$ cat config.mk
export PLATFORM = sky130hd
export DESIGN_NAME = usb_rx_bit_decoder
export DESIGN_NICKNAME = d
export VERILOG_FILES = /design/src/rtl/usb_rx_bit_decoder.sv
export SDC_FILE = /design/constraint.sdc
export NUM_CORES = 1
export LEC_CHECK = 0
export ABC_AREA = 1
export CORE_MARGIN = 5
export CORE_UTILIZATION = 46
export DETAILED_ROUTE_END_ITERATION = 12
export PLACE_DENSITY = 0.74
export SLEW_MARGIN = 20
export SYNTH_ARGS = -nofsm -noshare
export SYNTH_HDL_FRONTEND = slang
export SYNTH_SLANG_ARGS = --single-unit
export TNS_END_PERCENT = 100
$ cat constraint.sdc
create_clock -name clk -period 1.36 [get_ports clk]
set_input_delay 0.272 -clock clk [delete_from_list [all_inputs] [get_ports clk]]
set_output_delay 0.272 -clock clk [all_outputs]
set_load 0.02 [all_outputs]
$ cat src/rtl/usb_rx_bit_decoder.sv
// USB full-speed receive front end: bit-timing recovery, NRZI decode, bit-stuff and EOP detection.
// Define USB_RX_SYNC_EN to pass d_plus/d_minus through a 2-flop synchronizer (adds 2 cycles of latency).
module usb_rx_bit_decoder #(
  parameter int unsigned CLKS_PER_BIT = 8,
  parameter int unsigned SAMPLE_PT    = CLKS_PER_BIT / 2 - 1
) (
  input  logic clk,
  input  logic rst,
  input  logic d_plus,
  input  logic d_minus,
  input  logic rcving,
  output logic d_orig,
  output logic shift_enable,
  output logic stuff_bit,
  output logic byte_done,
  output logic eop,
  output logic stuff_err
);

  localparam int unsigned CW = (CLKS_PER_BIT > 1) ? $clog2(CLKS_PER_BIT) : 1;

  logic          dp;
  logic          dm;
  logic          d_q;
  logic          prev_s;
  logic [CW-1:0] bit_cnt;
  logic [2:0]    ones_cnt;
  logic [2:0]    byte_cnt;
  logic          byte_pend;
  logic          edge_det;
  logic          sample;
  logic          se0;
  logic          decoded;

`ifdef USB_RX_SYNC_EN
  logic [1:0] dp_sync;
  logic [1:0] dm_sync;

  always_ff @(posedge clk) begin
    if (rst) begin
      dp_sync <= '1;
      dm_sync <= '0;
    end else begin
      dp_sync <= {dp_sync[0], d_plus};
      dm_sync <= {dm_sync[0], d_minus};
    end
  end

  assign dp = dp_sync[1];
  assign dm = dm_sync[1];
`else
  assign dp = d_plus;
  assign dm = d_minus;
`endif

  assign edge_det = (dp != d_q);
  assign sample   = rcving && (bit_cnt == CW'(SAMPLE_PT));
  assign se0      = !dp && !dm;
  assign decoded  = (dp == prev_s);

  always_ff @(posedge clk) begin
    if (rst) begin
      d_q          <= 1'b1;
      prev_s       <= 1'b1;
      bit_cnt      <= '0;
      ones_cnt     <= '0;
      byte_cnt     <= '0;
      byte_pend    <= 1'b0;
      d_orig       <= 1'b1;
      shift_enable <= 1'b0;
      stuff_bit    <= 1'b0;
      byte_done    <= 1'b0;
      eop          <= 1'b0;
      stuff_err    <= 1'b0;
    end else begin
      d_q          <= dp;
      shift_enable <= 1'b0;
      stuff_bit    <= 1'b0;
      eop          <= 1'b0;
      stuff_err    <= 1'b0;
      byte_pend    <= 1'b0;
      byte_done    <= byte_pend;

      // Any line transition re-centres the sampling point on the new bit.
      if (!rcving || edge_det || bit_cnt == CW'(CLKS_PER_BIT - 1))
        bit_cnt <= '0;
      else
        bit_cnt <= bit_cnt + 1'b1;

      if (!rcving) begin
        ones_cnt  <= '0;
        byte_cnt  <= '0;
        prev_s    <= 1'b1;
        byte_done <= 1'b0;
      end else if (sample) begin
        if (se0) begin
          eop      <= 1'b1;
          ones_cnt <= '0;
          byte_cnt <= '0;
          prev_s   <= 1'b1;
        end else begin
          prev_s       <= dp;
          shift_enable <= 1'b1;
          d_orig       <= decoded;
          if (ones_cnt == 3'd6) begin
            // Stuffed slot: must be a 0; it never counts toward the byte.
            stuff_bit <= 1'b1;
            stuff_err <= decoded;
            ones_cnt  <= '0;
          end else begin
            ones_cnt  <= decoded ? ones_cnt + 3'd1 : 3'd0;
            byte_cnt  <= byte_cnt + 3'd1;
            byte_pend <= (byte_cnt == 3'd7);
          end
        end
      end
    end
  end

endmodule

Yosys cells after proc, flatten, opt, wreduce, memory -nomap -nowiden
Index checks and enable logic that the tools add are counted.
Storage, ports and cells
  bits in registers: 18
  input port bits: 5
  logic and storage cells: 50
Cells by class
  add/subtract/negate cells: 3
  eq/ne operators: 7
  multiplexer cells: 9
  bitwise logic cells: 4
  reductions and logical operators: 15
Operator list (count)
  $mux W3: 5
  $reduce_or A5 Y1: 2
  $add A3 B1 Y3 const B: 3
  $eq A3 B3 Y1 const B: 3
  $mux W1: 4
  $not A1 Y1: 4
  $reduce_or A2 Y1: 2
  $reduce_or A4 Y1: 1
  $eq A3 B2 Y1 const B: 1
  $logic_not A1 Y1: 3
  $reduce_and A3 Y1: 1
  $reduce_or A3 Y1: 1
  $logic_and A1 B1 Y1: 2
  $logic_or A1 B1 Y1: 2
  $ne A2 B2 Y1 const B: 1
  $reduce_and A2 Y1: 1
  $eq A1 B1 Y1: 1
  $ne A1 B1 Y1: 1

Logic depth before layout (Yosys ltp)
Gate-level depths: netlist of the first run.
  depth after elaboration: 4
  mapped depth: 8

Worst setup path after synthesis of the first run
No wires, ideal clock.
  path type: reg2reg
  from: reg bit_cnt[0]
  to: reg d_orig
  library setup time: 0.117 ns
  data arrival time: 1.152 ns
  slack: 0.091 ns
  stages on the path, launching flop included: 9
  clock period less this slack: 1.269 ns
  path through: dfxtp_1 ha_1 ha_1 nand2_2 inv_2 nand2_2 nor2_4 a21oi_1 nand2_1
Between the ends
  cells in the longest elaborated chain, start to end: 3
Ends and longest elaborated chain
  from (decl): RTL line 26  | logic [CW-1:0] bit_cnt;
  from (signal assigned): RTL line 88  | bit_cnt <= bit_cnt + 1'b1;
  $eq A3 B2 Y1: RTL line 57  | assign sample = rcving && (bit_cnt == CW'(SAMPLE_PT));
  $logic_and A1 B1 Y1: RTL line 57
  $reduce_and A3 Y1 (no line)
  to (signal assigned): RTL line 104  | d_orig <= decoded;
  to (decl): RTL line 12  | output logic d_orig,
No other way between the ends.
A chain may end at the register's enable or synchronous reset.

Worst setup path after layout of the first run
  from: reg bit_cnt[0]
  to: reg ones_cnt[1]
Between the ends
  cells in the longest elaborated chain, start to end: 2
Ends and longest elaborated chain
  $eq A3 B2 Y1: RTL line 57
  $logic_and A1 B1 Y1: RTL line 57
  to (signal assigned): RTL line 111  | ones_cnt <= decoded ? ones_cnt + 3'd1 : 3'd0;
  to (decl): RTL line 27  | logic [2:0] ones_cnt;
No other way between the ends.

==> results of run 1 <==
state kept, by name (all words and copies together), names as in the netlist:
| name | cells |
|---|---|
| ones_cnt | 3 |
| eop | 1 |
| d_q | 1 |
| stuff_bit | 1 |
| d_orig | 1 |
| byte_cnt | 3 |
| byte_done | 1 |
| shift_enable | 1 |
| bit_cnt | 3 |
| byte_pend | 1 |
| prev_s | 1 |
| stuff_err | 1 |
logic make-up (layout without fill, tap and decap cells):
logic type / Yosys count / after routing / synth area share (%)
buf+inv: 17 / 37 / 8.25
simple gates: 44 / 44 / 24.9
flops: 18 / 18 / 46.6
fa+ha+maj: 7 / 7 / 11.3
xor+xnor: 1 / 1 / 1.13
compound gates: 10 / 10 / 7.77
report_power, final:
group,total (mW),internal [mW],switching [mW]
registers,0.534,0.531,0.00263
logic,0.0499,0.0230,0.0269
clock network,0.329,0.163,0.166
repair_timing:
item | in CTS | in global routing
endpoints found under the hold margin | 0 | 0
buffers inserted | 0 | 0
pin swaps | 0 | 3
endpoints found under the setup margin | 7 | 8
hold buffers | 0 | 0
gates resized for setup | 7 | 9
stage by stage:
stage | TNS, ns | util, %
2_1_floorplan | 0 | -
3_5_place_dp | -0.350 | 60.2
4_1_cts | 0 | 62.4
3_3_place_gp | -0.163 | 60.2
5_1_grt | 0 | 65.0
6_report | 0 | 65.0
per-layer routing:
metal | part of all wire [%] | global-route usage [%] | up-vias
li1 | - | - | 335
met2 | 44 | 17.8 | 11
met3 | 4.2 | 2.62 | 6
met5 | 0 | 0 | -
met4 | 3.0 | 7.62 | 0
met1 | 48 | 13.1 | 272
cells in the mapped netlist:
master	instances	area share [%]
sky130_fd_sc_hd__inv_1	15	7.3
sky130_fd_sc_hd__o211ai_1	1	0.97
sky130_fd_sc_hd__inv_2	2	0.97
sky130_fd_sc_hd__nor2_2	3	2.4
sky130_fd_sc_hd__xnor2_1	1	1.1
sky130_fd_sc_hd__ha_1	7	11
sky130_fd_sc_hd__nor2_1	12	5.8
sky130_fd_sc_hd__nor2_4	1	1.5
sky130_fd_sc_hd__o21ai_2	1	1.1
sky130_fd_sc_hd__a21oi_1	5	3.2
sky130_fd_sc_hd__nand2_2	3	2.4
sky130_fd_sc_hd__nand2_1	21	10
sky130_fd_sc_hd__a21oi_2	1	1.1
sky130_fd_sc_hd__dfxtp_1	18	47
sky130_fd_sc_hd__nand3_1	2	1.3
sky130_fd_sc_hd__o21ai_0	2	1.3
sky130_fd_sc_hd__nor3_1	2	1.3
how the worst min path moves through the flow:
stage                endpoint  cells past startpoint
CTS                 byte_done                      2
finish              byte_done                      2
global placement    byte_done                      2
detailed placement  byte_done                      2
floorplan                 eop                      1
global route        byte_done                      2
layout make-up:
| class | count | area, um^2 |
|---|---|---|
| repair buffers | 16 | 138 |
| inverters | 17 | 63.8 |
| well taps | 16 | 20.0 |
| fillers | 135 | 546 |
| flip-flops and latches | 18 | 363 |
| clock buffers | 4 | 36.3 |
| multi-input cells | 62 | 393 |
critical path, cell delays in order (launching register included):
cell and delay (ns):
sky130_fd_sc_hd__dfxtp_2 0.36, sky130_fd_sc_hd__ha_4 0.15, sky130_fd_sc_hd__ha_4 0.14, sky130_fd_sc_hd__nand2_2 0.08, sky130_fd_sc_hd__inv_2 0.10, sky130_fd_sc_hd__nand2_4 0.07
sky130_fd_sc_hd__nor2_4 0.12, sky130_fd_sc_hd__nand2_1 0.07, sky130_fd_sc_hd__a21oi_2 0.10
==> impl_table.tex, run 1 <==
\begin{tabular}{lr}
\hline
Metric & Value \\
\hline
\multicolumn{2}{l}{\textbf{Routing}} \\
\quad Via density & approximately 4.7 \\
\quad Final WL & $\sim$1300 um \\
\quad Initial DRC count & 7 \\
\quad Post-route ant nets & 0 \\
\quad Number of remaining DRC errors & 0 \\
\quad DR pass1 iterations & 4 \\
\quad Routed wirelength normalized by instance count & $\sim$10 um \\
\quad Number of vias in the routed layout & 624 \\
\multicolumn{2}{l}{\textbf{Setup path}} \\
\quad Endpoint of the worst-slack reg-to-reg timing path & ones\_cnt[1] \\
\quad Biggest fanout along the worst timing path & 4 \\
\quad Critical Path Source Type & flip-flop \\
\quad Worst Path Required & around 1.6 ns \\
\quad Startpoint of the worst setup timing path & bit\_cnt[0] \\
\quad Number of cells on the worst reg-to-reg path & 8 \\
\quad Type of element capturing the critical path & flip-flop \\
\quad Critical path start-end classification & reg -> reg \\
\quad Worst R2R Start & bit\_cnt[0] \\
\quad R2R Setup Slk & $\sim$0.11 ns \\
\quad Capture point of the worst path & ones\_cnt[1] \\
\quad Worst EP arrival & 1.49 ns \\
\multicolumn{2}{l}{\textbf{STA}} \\
\quad Achievable frequency & around 800 MHz \\
\quad Slew Viols, Final & 0 \\
\quad Period Utilization, post-route & between 90\% and 100\% \\
\quad Final Hold Fails & 0 \\
\quad Post-route setup slack & about 0.11 ns \\
\quad Hold slack final & 0.415 ns \\
\quad Final Skew & approximately 0.0067 ns \\
\quad Time the final worst path needs with I/O delays and setup & roughly 1.2 ns \\
\quad Worst Max-Slew Pin Slew & around 0.20 ns \\
\quad Setup violation total in the final timing report & 0 \\
\quad RSZ-0062 raised after global routing & no \\
\quad Worst rel slew slack & between 80 and 90\% \\
\multicolumn{2}{l}{\textbf{Power}} \\
\quad Power Total & slightly above 900 uW \\
\quad Pwr/cell area & 901 nW/um\^{}2 \\
\quad Worst vdd ir & 0.000686 V \\
\quad Leakage power figure & about 0.47 nW \\
\multicolumn{2}{l}{\textbf{Die}} \\
\quad I/O pin cnt & 11 \\
\quad Die width & 51 um \\
\quad Core area & about 1600 um\^{}2 \\
\quad Number of core rows & 14 \\
\quad Initial Utilization & between 40\% and 50\% \\
\quad Die height & around 51 um \\
\quad Area of the die & 2600 um\^{}2 \\
\multicolumn{2}{l}{\textbf{Clock tree}} \\
\quad CTS Root Cell & sky130\_fd\_sc\_hd\_\_clkbuf\_4 \\
\quad Total clock buffers created by CTS & 3 \\
\quad Number of clock sinks & 18 \\
\quad H-tree depth & 1 \\
\quad Clock latency on the worst-skew pair & $\sim$0.29 ns \\
\quad Clock tree from TritonCTS & built \\
\quad Worst-path clk slew & roughly 0.11 ns \\
\quad Maximum buffer depth of the clock tree & 2 \\
\multicolumn{2}{l}{\textbf{GRT}} \\
\quad Antenna violations before repair & 0 \\
\quad Gr usage total & 11.1\% \\
\quad GR Overflow Total & 0 \\
\quad First-pass GRT wire length & roughly 2100 um \\
\quad Maximum number of pins on one net before global-route repair & 11 \\
\quad Vias in the first global route & roughly 560 \\
\multicolumn{2}{l}{\textbf{Final layout}} \\
\quad Share of post-route cells with drive strength above 1 & approximately 23\% \\
\quad Diodes inserted & 0 \\
\quad Most frequent standard cell in the layout excluding fill and tap cells & sky130\_fd\_sc\_hd\_\_nand2\_1 \\
\quad Commonest cells after routing, fill and taps aside & sky130\_fd\_sc\_hd\_\_nand2\_1, sky130\_fd\_sc\_hd\_\_dfxtp\_1, sky130\_fd\_sc\_hd\_\_inv\_1 \\
\quad Final design instance area without fill & 1010 um\^{}2 \\
\quad Net total in the final layout & 130 \\
\quad Final instance count without filler cells & roughly 130 \\
\quad Area growth from synthesis to layout & 31.1\% \\
\multicolumn{2}{l}{\textbf{Synth}} \\
\quad Cells after synthesis & between 90 and 100 \\
\quad Number of distinct library cells after synthesis & 17 \\
\quad Post-synthesis average cell area & around 8 um\^{}2 \\
\quad Number of warnings issued by yosys & 0 \\
\quad Flip-flop and latch count after synthesis & 18 \\
\quad Syn\_nets & 109 \\
\quad Area of the mapped netlist & between 700 and 800 um\^{}2 \\
\quad Sequential fraction of the synthesis area & 46.6\% \\
\multicolumn{2}{l}{\textbf{Place}} \\
\quad Worst slack at placement & -0.0990 ns \\
\quad Port Buffers & 10 \\
\quad Placed cells & about 130 \\
\quad Area of placed instances & roughly 940 um\^{}2 \\
\quad Detail Placement HPWL & 1070 um \\
\quad Final weighted congestion in routability-driven placement & between 0.8 and 0.9 \\
\multicolumn{2}{l}{\textbf{Outcome}} \\
\quad Run status & finished clean \\
\multicolumn{2}{l}{\textbf{Min path}} \\
\quad Type of the worst min-delay path & reg -> reg \\
\quad Hold Startpoint & byte\_pend \\
\multicolumn{2}{l}{\textbf{Run}} \\
\quad Total of max-cap violations & 0 \\
\hline
\end{tabular}
Note: power is estimated with default switching activity, not from simulation.
==> run 2, diff against run 1 <==
CTS_CLUSTER_SIZE = 40   (was unset)
==> results of run 2 <==
The final DEF is identical to that of run 1; final timing and power are the same.
